`config.mk`:
```
export PLATFORM = sky130hd
export DESIGN_NAME = lm75a_i2c_reader
export DESIGN_NICKNAME = d
export VERILOG_FILES = /design/src/rtl/lm75a_pkg.sv /design/src/rtl/i2c_qtick_gen.sv /design/src/rtl/lm75a_i2c_reader.sv
export SDC_FILE = /design/constraint.sdc
export NUM_CORES = 1
export LEC_CHECK = 0
export ABC_AREA = 1
export CORE_ASPECT_RATIO = 0.75
export CORE_MARGIN = 2
export CORE_UTILIZATION = 40
export CTS_BUF_LIST = sky130_fd_sc_hd__clkbuf_8 sky130_fd_sc_hd__clkbuf_16
export CTS_CLUSTER_SIZE = 16
export DETAILED_ROUTE_END_ITERATION = 7
export HOLD_SLACK_MARGIN = 0.06
export PLACE_DENSITY = 0.62
export SYNTH_ARGS = -nofsm -noshare
export SYNTH_HDL_FRONTEND = slang
export SYNTH_SLANG_ARGS = --single-unit
```
`constraint.sdc`:
```
create_clock -name clk -period 3.7 [get_ports clk]
set_input_delay 0.74 -clock clk [delete_from_list [all_inputs] [get_ports clk]]
set_output_delay 0.74 -clock clk [all_outputs]
set_load 0.03 [all_outputs]
```
`src/rtl/lm75a_pkg.sv`:
```
// lm75a_pkg: shared FSM states, default address and timing helpers for the LM75A reader.
package lm75a_pkg;
    typedef enum logic [3:0] {
        IDLE, START, ADDR, ADDR_ACK, RD_MSB, M_ACK, RD_LSB, M_NACK, STOP
    } state_e;

    localparam logic [6:0] LM75A_ADDR_DEFAULT = 7'h48;
    localparam int TXN_QUARTERS = 116;

    function automatic int calc_q(input int clk_hz, input int scl_hz);
        return clk_hz / (4 * scl_hz);
    endfunction
endpackage

```
`src/rtl/i2c_qtick_gen.sv`:
```
// i2c_qtick_gen: quarter-bit divider with a 2-bit phase counter; held at zero while disabled.
module i2c_qtick_gen #(
    parameter int Q = 125
) (
    input  logic       clk,
    input  logic       rst_n,
    input  logic       en,
    output logic       tick,
    output logic [1:0] phase
);
    localparam int CW = $clog2(Q);

    logic [CW-1:0] cnt_q;
    logic [1:0]    phase_q;

    assign tick  = en && cnt_q == CW'(Q - 1);
    assign phase = phase_q;

    always_ff @(posedge clk) begin
        if (!rst_n || !en) begin
            cnt_q   <= '0;
            phase_q <= '0;
        end else begin
            cnt_q   <= tick ? '0 : cnt_q + 1'b1;
            phase_q <= phase_q + {1'b0, tick};
        end
    end
endmodule

```
`src/rtl/lm75a_i2c_reader.sv`:
```
// lm75a_i2c_reader: periodic/triggered I2C bare read of the LM75A temperature register.
module lm75a_i2c_reader
    import lm75a_pkg::*;
#(
    parameter int         CLK_HZ   = 50_000_000,
    parameter int         SCL_HZ   = 100_000,
    parameter logic [6:0] DEV_ADDR = LM75A_ADDR_DEFAULT,
    parameter int         POLL_CYC = 12_500_000
) (
    input  logic        clk,
    input  logic        rst_n,
    input  logic        trig,
    output logic        scl_oe,
    output logic        sda_oe,
    input  logic        sda_i,
    output logic [15:0] data,
    output logic        data_valid,
    output logic        ack_err,
    output logic        busy
);
    localparam int         Q         = calc_q(CLK_HZ, SCL_HZ);
    localparam int         PW        = $clog2(POLL_CYC);
    localparam logic [7:0] ADDR_BYTE = {DEV_ADDR, 1'b1};

    state_e        state_q, state_d;
    logic [PW-1:0] poll_q;
    logic [2:0]    bit_q;
    logic [15:0]   sh_q, data_q;
    logic          dv_q, err_q, ok_q;
    logic          tick, req, smp, bit_end;
    logic [1:0]    ph;

    i2c_qtick_gen #(.Q(Q)) u_qtick (
        .clk   (clk),
        .rst_n (rst_n),
        .en    (state_q != IDLE),
        .tick  (tick),
        .phase (ph)
    );

    assign req        = trig || poll_q == PW'(POLL_CYC - 1);
    assign bit_end    = tick && ph == 2'd3;
    assign smp        = tick && ph == 2'd2 && (state_q inside {ADDR_ACK, RD_MSB, RD_LSB});
    assign busy       = state_q != IDLE;
    assign data       = data_q;
    assign data_valid = dv_q;
    assign ack_err    = err_q;

    always_comb begin
        state_d = state_q;
        if (state_q == IDLE)
            state_d = req ? START : IDLE;
        else if (bit_end)
            case (state_q)
                START:    state_d = ADDR;
                ADDR:     state_d = bit_q == 3'd0 ? ADDR_ACK : ADDR;
                ADDR_ACK: state_d = sh_q[0] ? STOP : RD_MSB;
                RD_MSB:   state_d = bit_q == 3'd0 ? M_ACK : RD_MSB;
                M_ACK:    state_d = RD_LSB;
                RD_LSB:   state_d = bit_q == 3'd0 ? M_NACK : RD_LSB;
                M_NACK:   state_d = STOP;
                default:  state_d = IDLE;
            endcase
    end

    // Data bits hold SDA for the whole bit; SCL is low in p0-p1 and released in p2-p3.
    always_comb begin
        scl_oe = 1'b0;
        sda_oe = 1'b0;
        case (state_q)
            IDLE: ;
            START: begin
                sda_oe = ph[1];
                scl_oe = ph == 2'd3;
            end
            STOP: begin
                sda_oe = !ph[1];
                scl_oe = ph == 2'd0;
            end
            default: begin
                scl_oe = !ph[1];
                sda_oe = state_q == ADDR ? !ADDR_BYTE[bit_q] : state_q == M_ACK;
            end
        endcase
    end

    always_ff @(posedge clk) begin
        if (!rst_n) begin
            state_q <= IDLE;
            poll_q  <= '0;
            bit_q   <= 3'd7;
            sh_q    <= '0;
            data_q  <= '0;
            dv_q    <= 1'b0;
            err_q   <= 1'b0;
            ok_q    <= 1'b0;
        end else begin
            state_q <= state_d;
            poll_q  <= poll_q == PW'(POLL_CYC - 1) ? '0 : poll_q + 1'b1;
            dv_q    <= 1'b0;
            if (bit_end && (state_q inside {ADDR, RD_MSB, RD_LSB}))
                bit_q <= bit_q - 1'b1;
            if (smp)
                sh_q <= {sh_q[14:0], sda_i};
            // sh_q[0] holds the sampled slave ACK at the end of ADDR_ACK
            if (bit_end && state_q == ADDR_ACK) begin
                ok_q  <= !sh_q[0];
                err_q <= err_q | sh_q[0];
            end
            if (bit_end && state_q == STOP && ok_q) begin
                data_q <= sh_q;
                dv_q   <= 1'b1;
                err_q  <= 1'b0;
            end
        end
    end
endmodule

```
# Yosys cells after proc, flatten, opt, wreduce, memory -nomap -nowiden
# Memory sizes are Yosys's and may differ from the RTL's. A register that Yosys moved wholly into a read port is not among the register bits.
# Cells that the tools add are included.
# word_totals
regBits,75
latch_bits,0
mem_bits_rw,0
romBits,8
input_bits,4
output_inout_bits,21
word_cells,70
n_memories,1
# memory_table
memory,words,width,rd,rd_clocked_by_memory_dff,write_ports,line_no,rtl
(name not given),8,1,1,1,0,lm75a_i2c_reader.sv:82,sda_oe = state_q == ADDR ? !ADDR_BYTE[bit_q] : state_q == M_ACK;
# op_classes
n_addsub,4
n_mul,0
div,0
n_lt_le_gt_ge,1
n_eq_ne,12
n_shift,0
muxes,15
n_bitwise,2
n_reduce_logical,25
# op_table
cell,n
case mux 4 bit (7 select lines),1
adder 24 x 1 -> 24 bit (second input constant),1
equality test 24 bit (second input constant),1
equality test 4 x 3 -> 1 bit (second input constant),4
two-way mux 4 bit,3
equality test 4 x 2 -> 1 bit (second input constant),2
logical AND 1 bit,8
adder 7 x 1 -> 7 bit (second input constant),1
equality test 7 bit (second input constant),1
two-way mux 1 bit,7
two-way mux 3 bit,2
case mux 1 bit (3 select lines),2
nonzero test 3 bit,2
OR reduction 2 bit,3
zero test 1 bit,5
equality test 2 bit (second input constant),2
equality test 4 x 1 -> 1 bit (second input constant),1
equality test 4 bit (second input constant),1
zero test 4 bit,1
less-than comparator 3 x 4 -> 1 bit (second input constant),1
nonzero test 4 bit,1
zero test 3 bit,1
subtractor 3 x 1 -> 3 bit (second input constant),1
adder 2 x 1 -> 2 bit,1
5 further kinds,6

# Depth between registers and ports, before layout
# Gate-level depths: netlist of run 1.
# logic_depth
word_depth,6
ltp_mapped,14
depth_no_buf,14

# Hierarchy
# A second synthesis of run 1 with hierarchy kept.
# unflattened
cells_unflattened,461
hier_area_um2,3468.3
# by_module_without_submodules
mod,instances,cells_each,area_each_um2
lm75a_i2c_reader,1,408,3044.2
i2c_qtick_gen,1,53,424.2

# Least setup slack after synthesis of run 1
# Ideal clock, no wire load.
# synth_timing
kind,flip-flop to output port
from,reg state_q[0]
to,out scl_oe
t_arrival_ns,1.843
setup_slack_ns,1.117
stages_incl_launch_ff,4
cell_sequence,dfxtp_1 > nor2_2 > nand3_2 > o311ai_0
# synth_between
elab_chain_len,2
# synth_rtl
element,line_no,rtl
start: declaration,lm75a_i2c_reader.sv:25,"state_e state_q, state_d;"
start signal: assignment,lm75a_i2c_reader.sv:98,state_q <= state_d;
equality test 4 bit (tied with other cells),lm75a_i2c_reader.sv:70,case (state_q)
case mux 1 bit (3 select lines) *,lm75a_i2c_reader.sv:70,
end: declaration,lm75a_i2c_reader.sv:13,"output logic scl_oe,"
# Every way passes the cells marked *; elsewhere a longest branch is shown, timed or not.

# Worst setup path after layout of run 1
# Same ends and word-level chain as after synthesis.

==> impl_metrics.env, run 1 <==
export IMPL_cts_tree="yes"
export IMPL_syn_area_um2=3560
export IMPL_r2r_setup_slack_ns=1.41
export IMPL_antenna_found_initial=0
export IMPL_synthDistinctLibCells=38
export IMPL_grt_total_usage_pct=16.6
export IMPL_vdd_ir_drop_max_v=0.000453
export IMPL_initial_core_util_pct=41.6
export IMPL_pre_cts_slack_ns=0.977
export IMPL_clk_pin_slew_ns=0.05
export IMPL_seqPwrFrac_pct=41.1
export IMPL_postPlaceCellArea_um2=3870
export IMPL_dp_hpwl_mm=5.21
export IMPL_cts_setup_buffers=0
export IMPL_fillers=845
export IMPL_drt_iter0_drc=166
export IMPL_ant_nets=0
export IMPL_fin_skew_ns=0.00468
export IMPL_max_cap_violations=0
export IMPL_numClockSinks=76
export IMPL_numCtsBuffers=9
export IMPL_route_detailed_drc=0
export IMPL_status="complete, no violations"
export IMPL_finalSetupViolCount=0
export IMPL_clock_path_buffers=2
export IMPL_r2r_end="poll_q[11]"
export IMPL_ctsHoldBuffers=0
export IMPL_worstSkewPairLatency_ns=0.33
export IMPL_routedWlPerCell_um=11.9
export IMPL_leakagePower_nw=1.66
export IMPL_tightest_slew_ns=0.877
export IMPL_pwr_share_clk_pct=42.1
export IMPL_switchingPower_uw=583
export IMPL_syn2layout_area_growth_pct=17.4
export IMPL_synth_cells=482
export IMPL_core_area_um2=8560
export IMPL_worstHoldPathType="flip-flop to flip-flop"
export IMPL_cp_end_kind="output port"
export IMPL_yosys_warnings=0
export IMPL_crit_type="flip-flop to output port"
export IMPL_syn_nets=493
export IMPL_vias_per_cell=4.85
export IMPL_crit_required_ns=2.96
export IMPL_fmax_ghz=0.344
export IMPL_p_int_mw=1.56
export IMPL_die_area_um2=9680
export IMPL_ys_ff_latch=76
export IMPL_r2r_cells=8
export IMPL_finalHoldViolCount=0
export IMPL_period_needed_ns=2.90
export IMPL_drt_pass1_iterations=4
export IMPL_die_h_um=85.7
export IMPL_rows=29
export IMPL_crit_path_end="scl_oe"
export IMPL_startpoint_type="flip-flop"
export IMPL_io_buffer_count=24
export IMPL_switching_share_pct=27.2
export IMPL_fin_setup_tns_ns=0
export IMPL_drive_above_1_share_pct=8.43
export IMPL_cp_startpoint="state_q[0]"
export IMPL_min_period_over_period_pct=78.5
export IMPL_fin_area_um2=4180
export IMPL_synth_avg_cell_area_um2=7.39
export IMPL_htreeDepth=3
export IMPL_pwr_share_comb_pct=16.8
export IMPL_p_per_area_nw_per_um2=513
export IMPL_grt_pass1_wl_mm=12.8
export IMPL_crit_fanout=5
export IMPL_nets=518
export IMPL_cp_arrival_ns=2.16
export IMPL_layout_setup_ws_ns=0.795
export IMPL_r2r_start="poll_q[0]"
export IMPL_wl_mm=7.35
export IMPL_die_w_um=113
export IMPL_n_antenna_cell=0
export IMPL_ys_seq_area_share_pct=42.7
export IMPL_num_vias=2995
export IMPL_overflow=0
export IMPL_drv_slew=0
export IMPL_cts_root_buf="clkbuf_16"
export IMPL_grt_max_degree=25
export IMPL_slew_headroom_pct=41.1
export IMPL_rsz0062_at_grt="false"
export IMPL_num_io_pins=25
export IMPL_cts_resized=0
export IMPL_gp_congestion=0.862
export IMPL_grt_pass1_vias=2781
[cell usage after synthesis (all sizes together)]
cell type | instances | area [um2]
dfxtp | 76 | 1520
ha | 7 | 87.6
a21oi | 17 | 96.4
a31oi | 1 | 6.26
nand4 | 7 | 43.8
or2 | 1 | 6.26
nor4 | 1 | 21.3
o311ai | 1 | 8.76
nand3 | 24 | 138
o21a | 1 | 7.51
nand2 | 130 | 500
nor2 | 84 | 362
a211oi | 1 | 7.51
o22ai | 1 | 6.26
xnor2 | 5 | 43.8
inv | 48 | 180
nand3b | 6 | 57.6
nor3 | 43 | 270
o21ai | 5 | 25.0
and3 | 1 | 6.26
xor2 | 8 | 70.1
buf | 11 | 70.1
nor3b | 1 | 7.51
o211ai | 1 | 7.51
o2111ai | 1 | 8.76
[power groups by stage]
stage	clock network, mW	logic [mW]	registers (mW)
6_report	0.902	0.360	0.882
5_1_grt	0.955	0.403	0.887
4_1_cts	0.927	0.360	0.881
3_5_place_dp	0	0.357	0.899
3_3_place_gp	0	0.356	0.898
2_1_floorplan	0	0.263	0.891
[sequential cells by signal (all words and copies together) (netlist names), named ones only]
register,cells
ack_err,1
bit_q,3
data,16
data_valid,1
ok_q,1
poll_q,24
sh_q,16
state_q,4
u_qtick.cnt_q,7
u_qtick.phase,2
[per-stage QoR]
stage               instances  power (mW)  util, %  hold WS (ns)
CTS                       618        2.17     48.8         0.451
global placement          604        1.25     45.2         0.438
global route              618        2.24     48.8         0.470
finish                    618        2.14     48.8         0.448
floorplan                 482        1.15        -         0.420
detailed placement        604        1.26     45.2         0.438
[worst min path at each step]
stage,startpoint,to,slack (ns),cells past startpoint
floorplan,sh_q[15],data[15],0.42,2
global placement,sh_q[15],data[15],0.44,2
detailed placement,data[10],data[10],0.44,2
CTS,data[8],data[8],0.45,2
global route,data[8],data[8],0.47,2
finish,data[8],data[8],0.45,2
[critical path: stages (launching register included)]
cell and delay [ns]:
dfxtp_1 0.37, nor2_2 0.21, nand3_2 0.18, o311ai_0 0.34, clkdlybuf4s50_1 0.74
[layer usage]
metal,track usage (%),wire length [um],up-vias
met4,5.99,106,0
met1,22.4,3810,1353
met3,4.95,276,7
met2,25.5,3170,43
met5,0,0,-
li1,-,-,1592
[final cells by class]
type,count,area (um2),share of cell area [%]
multi-input cells,347,1790,42.8
repair buffers,25,248,5.93
clock inverters,4,67.6,1.62
flip-flops and latches,76,1520,36.4
well taps,108,135,3.23
inverters,48,180,4.31
clock buffers,10,239,5.72
[cells by family (layout without fill, tap and decap cells)]
| logic type | after synthesis | after routing | synth area share, % |
|---|---|---|---|
| buf+inv | 59 | 87 | 7.03 |
| xor+xnor | 13 | 13 | 3.20 |
| fa+ha+maj | 7 | 7 | 2.46 |
| flops | 76 | 76 | 42.7 |
| compound gates | 29 | 29 | 4.89 |
| simple gates | 298 | 298 | 39.7 |
[placed cells by master (no fill, tap or decap), types with 8 or more instances in the layout]
cell,Yosys,final
inv_1,44,46
clkdlybuf4s50_1,0,24
a21oi_1,16,16
nor3_1,32,32
nand2_1,127,127
nand3_1,22,22
nor3_2,11,11
dfxtp_1,76,76
xor2_1,8,8
nor2_1,77,77
clkbuf_16,0,9
Note: power is estimated with default switching activity, not from simulation.
==> inputs of run 2 (changes only) <==
--- a/config.mk
+++ b/config.mk
@@ -13,7 +13,7 @@
 export CTS_CLUSTER_SIZE = 16
 export DETAILED_ROUTE_END_ITERATION = 7
 export HOLD_SLACK_MARGIN = 0.06
-export PLACE_DENSITY = 0.62
+export PLACE_DENSITY = 0.64
 export SYNTH_ARGS = -nofsm -noshare
 export SYNTH_HDL_FRONTEND = slang
 export SYNTH_SLANG_ARGS = --single-unit
==> constraint.sdc (replaced) <==
create_clock -name clk -period 2.6 [get_ports clk]
set_input_delay 0.52 -clock clk [delete_from_list [all_inputs] [get_ports clk]]
set_output_delay 0.52 -clock clk [all_outputs]
set_load 0.03 [all_outputs]
==> impl_metrics.env, run 2 (same netlist as run 1, synthesis figures left out) <==
export IMPL_status="finished, violations left"
export IMPL_failed_checks="design-rule violations"
export IMPL_route_detailed_drc=2
export IMPL_numClockSinks=76
export IMPL_drive_above_1_share_pct=9.14
export IMPL_fin_setup_tns_ns=0
export IMPL_cp_slowest_cell="dlygate4sd2_1"
export IMPL_period_needed_ns=2.38
export IMPL_drt_pass1_iterations=6
export IMPL_vdd_ir_drop_max_v=0.000531
export IMPL_antenna_found_initial=0
export IMPL_clock_path_buffers=2
export IMPL_crit_required_ns=2.08
export IMPL_max_stage_delay_ns=0.45
export IMPL_io_buffer_count=24
export IMPL_crit_path_end="scl_oe"
export IMPL_r2r_cells=14
export IMPL_die_area_um2=9680
export IMPL_nets=521
export IMPL_r2r_setup_slack_ns=0.65
export IMPL_min_from="data[10]"
export IMPL_drv_slew=0
export IMPL_die_w_um=113
export IMPL_max_cap_violations=0
export IMPL_drt_iter0_drc=213
export IMPL_wl_mm=7.61
export IMPL_leakagePower_nw=1.68
export IMPL_startpoint_type="flip-flop"
export IMPL_r2r_start="u_qtick.cnt_q[0]"
export IMPL_cts_root_buf="clkbuf_16"
export IMPL_final_cells=622
export IMPL_multi_input_area_um2=1790
export IMPL_numCtsBuffers=9
export IMPL_routedWlPerCell_um=12.2
export IMPL_n_antenna_cell=0
export IMPL_ctsHoldBuffers=0
export IMPL_cts_tree="yes"
export IMPL_worstHoldPathType="flip-flop to flip-flop"
export IMPL_vias_per_cell=4.95
export IMPL_num_io_pins=25
export IMPL_regMostFlops="poll_q"
export IMPL_grt_max_degree=25
export IMPL_num_vias=3080
export IMPL_htreeDepth=3
export IMPL_cp_startpoint="state_q[0]"
export IMPL_crit_type="flip-flop to output port"
export IMPL_grt_pass1_vias=2888
export IMPL_cp_end_kind="output port"
export IMPL_worstPathCellList="nor2_2 -> nand3_2 -> o311ai_0 -> dlygate4sd2_1"
export IMPL_p_per_area_nw_per_um2=695
export IMPL_overflow=0
export IMPL_min_period_over_period_pct=91.6
export IMPL_crit_fanout=5
export IMPL_clk_pin_slew_ns=0.05
export IMPL_cp_arrival_ns=1.86
export IMPL_gp_congestion=0.917
export IMPL_final_cell_mix="127 x nand2_1, 77 x nor2_1, 76 x dfxtp_1"
export IMPL_rsz0062_at_grt="false"
export IMPL_fillers=864
export IMPL_seq_area_um2=1520
export IMPL_core_area_um2=8560
export IMPL_dp_hpwl_mm=5.41
export IMPL_largest_register_ffs=24
export IMPL_rows=29
export IMPL_ant_nets=0
export IMPL_grt_total_usage_pct=17.3
export IMPL_layout_commonest_cell="nand2_1"
export IMPL_finalHoldViolCount=0
export IMPL_finalSetupViolCount=0
export IMPL_placedCellCount=607
export IMPL_grt_pass1_wl_mm=13.4
export IMPL_fmax_ghz=0.420
export IMPL_tightest_slew_ns=0.462
export IMPL_die_h_um=85.7
export IMPL_slew_headroom_pct=68.9
export IMPL_worstSkewPairLatency_ns=0.33
export IMPL_fin_skew_ns=0.00674
export IMPL_syn2layout_area_growth_pct=17.0
export IMPL_initial_core_util_pct=41.6
run 2: cell count changes in the layout (fill, tap and decap cells not counted):
cell and change:
buf_4 +3, bufinv_16 -2, clkdlybuf4s50_1 -2, clkinv_2 +2, clkbuf_8 +1, dlygate4sd2_1 +1, dlymetal6s2s_1 +1
run 2: per-layer routing:
layer  up-vias  global-route usage, %  routed length [um]
met5         -                      0                   0
met4         0                   6.10                  74
met3         7                   5.23                 316
met2        47                   25.5                3170
met1      1422                   24.0                4040
li1       1604                      -                   -
run 2: layout make-up:
type,instances,area share [%]
clock buffers,11,6.07
clock inverters,4,0.420
inverters,48,4.32
multi-input cells,347,42.9
flip-flops and latches,76,36.5
well taps,108,3.24
repair buffers,28,6.52
run 2: power breakdown:
group	switching [mW]	internal, mW	leakage [nW]
Combinational	0.347	0.160	0.921
Clock	0.452	0.682	0.144
Sequential	0.0487	1.20	0.614
run 2: timing repair:
action                                  4_1_cts  5_1_grt
buffers inserted                              0        0
gates resized for setup                       1        1
endpoints found under the setup margin        1        1
pin swaps                                     0        0
run 2: metrics by stage:
step / setup WS [ns] / cell area, um2 / util, % / hold WS (ns) / total power [mW]
CTS: 0.0146 / 4160 / 48.6 / 0.451 / 2.93
global placement: 0.251 / 3890 / 45.5 / 0.436 / 1.79
floorplan: 0.237 / 3560 / - / 0.420 / 1.64
finish: 0.217 / 4170 / 48.7 / 0.449 / 2.89
global route: 0.103 / 4170 / 48.7 / 0.469 / 3.04
detailed placement: 0.279 / 3890 / 45.5 / 0.438 / 1.80
run 2: worst min-delay path by stage:
stage,cells after the start,slack [ns],end
final,2,0.45,data[10]
after global routing,2,0.47,data[13]
after CTS,2,0.45,data[13]
after detailed placement,2,0.44,data[13]
after global placement,2,0.44,data[15]
after floorplan,2,0.42,data[15]
run 2: worst max-delay path, delay by kind of cell, from the launching register on:
family	cells	cell delay (ns)
compound gates	1	0.38
buf+inv	1	0.45
flops	1	0.35
simple gates	2	0.35
==> inputs of run 3 (changes only) <==
--- a/config.mk
+++ b/config.mk
@@ -6,7 +6,7 @@
 export NUM_CORES = 1
 export LEC_CHECK = 0
 export ABC_AREA = 1
-export CORE_ASPECT_RATIO = 0.75
+export CORE_ASPECT_RATIO = 1.25
 export CORE_MARGIN = 2
 export CORE_UTILIZATION = 40
 export CTS_BUF_LIST = sky130_fd_sc_hd__clkbuf_8 sky130_fd_sc_hd__clkbuf_16
==> impl_metrics.env, run 3 (same netlist as run 1, synthesis figures left out) <==
export IMPL_status="complete, no violations"
export IMPL_initial_core_util_pct=41.1
export IMPL_cts_tree="yes"
export IMPL_crit_required_ns=2.08
export IMPL_fin_setup_tns_ns=0
export IMPL_cp_end_kind="output port"
export IMPL_fmax_ghz=0.433
export IMPL_clk_pin_slew_ns=0.08
export IMPL_worstHoldPathType="flip-flop to flip-flop"
export IMPL_nets=521
export IMPL_final_cell_mix="127 x nand2_1, 77 x nor2_1, 76 x dfxtp_1"
export IMPL_drt_iter0_drc=157
export IMPL_slew_headroom_pct=65.3
export IMPL_routedWlPerCell_um=11.5
export IMPL_htreeDepth=3
export IMPL_drive_above_1_share_pct=9.51
export IMPL_finalSetupViolCount=0
export IMPL_p_per_area_nw_per_um2=643
export IMPL_drt_pass1_iterations=4
export IMPL_worstSkewPairLatency_ns=0.35
export IMPL_io_buffer_count=24
export IMPL_fin_skew_ns=0.0156
export IMPL_r2r_cells=9
export IMPL_leakagePower_nw=1.64
export IMPL_r2r_start="poll_q[0]"
export IMPL_syn2layout_area_growth_pct=15.2
export IMPL_n_antenna_cell=0
export IMPL_clock_path_buffers=2
export IMPL_max_cap_violations=0
export IMPL_cts_root_buf="clkbuf_8"
export IMPL_antenna_found_initial=0
export IMPL_die_area_um2=9670
export IMPL_vdd_ir_drop_max_v=0.000628
export IMPL_dp_hpwl_mm=5.19
export IMPL_route_detailed_drc=0
export IMPL_period_needed_ns=2.31
export IMPL_grt_pass1_wl_mm=12.6
export IMPL_core_area_um2=8650
export IMPL_placedCellCount=619
export IMPL_numCtsBuffers=9
export IMPL_min_period_over_period_pct=88.9
export IMPL_overflow=0
export IMPL_crit_fanout=5
export IMPL_startpoint_type="flip-flop"
export IMPL_gp_congestion=0.911
export IMPL_fillers=891
export IMPL_wl_mm=7.28
export IMPL_rsz0062_at_grt="false"
export IMPL_ctsHoldBuffers=0
export IMPL_crit_type="flip-flop to output port"
export IMPL_seq_area_um2=1520
export IMPL_cp_arrival_ns=1.79
export IMPL_r2r_end="poll_q[2]"
export IMPL_cp_startpoint="state_q[0]"
export IMPL_largest_register_ffs=24
export IMPL_multi_input_area_um2=1790
export IMPL_grt_max_degree=18
export IMPL_r2r_setup_slack_ns=0.48
export IMPL_final_cells=635
export IMPL_ant_nets=0
export IMPL_drv_slew=0
export IMPL_crit_path_end="scl_oe"
export IMPL_finalHoldViolCount=0
export IMPL_grt_pass1_vias=2867
export IMPL_rows=38
export IMPL_die_w_um=88.4
export IMPL_numClockSinks=76
export IMPL_vias_per_cell=4.80
export IMPL_grt_total_usage_pct=16.4
export IMPL_layout_commonest_cell="nand2_1"
export IMPL_num_vias=3048
export IMPL_num_io_pins=25
export IMPL_regMostFlops="poll_q"
export IMPL_die_h_um=109
export IMPL_tightest_slew_ns=0.516
[run 3: worst min-delay path by stage]
| stage | slack (ns) | depth (start not counted) | end | start |
|---|---|---|---|---|
| after floorplan | 0.42 | 2 | data[15] | sh_q[15] |
| after CTS | 0.45 | 2 | data[15] | sh_q[15] |
| final | 0.45 | 2 | data[15] | sh_q[15] |
| after detailed placement | 0.43 | 2 | data[15] | sh_q[15] |
| after global placement | 0.44 | 2 | data[15] | sh_q[15] |
| after global routing | 0.47 | 2 | data[15] | sh_q[15] |
[run 3: per-stage QoR]
stage	instance area [um2]	setup slack [ns]	utilization [%]	hold slack (ns)	power, mW
2_1_floorplan	3560	0.237	-	0.420	1.64
3_3_place_gp	3910	0.317	45.2	0.441	1.78
3_5_place_dp	3910	0.344	45.2	0.434	1.79
4_1_cts	4100	0.0947	47.4	0.453	2.66
5_1_grt	4100	0.126	47.4	0.470	2.78
6_report	4100	0.290	47.4	0.449	2.64
[run 3: layer usage]
layer  vias up  global-route usage, %  routed length, um
met5         -                      0                  0
met4         0                   7.36                138
met3        12                   3.68                228
met2        48                   27.3               3510
met1      1391                   20.0               3400
li1       1597                      -                  -
[run 3: layout make-up]
| type | instances | share of cell area, % |
|---|---|---|
| Clock buffer | 9 | 3.02 |
| Clock inverter | 7 | 1.62 |
| Inverter | 48 | 4.39 |
| Multi-Input combinational cell | 347 | 43.6 |
| Sequential cell | 76 | 37.1 |
| Tap cell | 120 | 3.66 |
| Timing Repair Buffer | 28 | 6.62 |
[run 3: critical path, stage by stage (launching register included)]
cell and delay [ns]:
dfxtp_1 0.35, nor2_2 0.20, nand3_2 0.16, o311ai_0 0.30, dlygate4sd2_1 0.44
[run 3: what timing repair did]
item	in CTS	in global routing
cloned	0	0
endpoints found under the setup margin	1	1
resized for setup	1	1
buffers inserted	0	0
[run 3: power by group]
group	switching [mW]	internal [mW]	total, mW	leakage [nW]
clock	0.446	0.440	0.887	0.105
sequential	0.0490	1.20	1.25	0.614
combinational	0.343	0.159	0.502	0.921
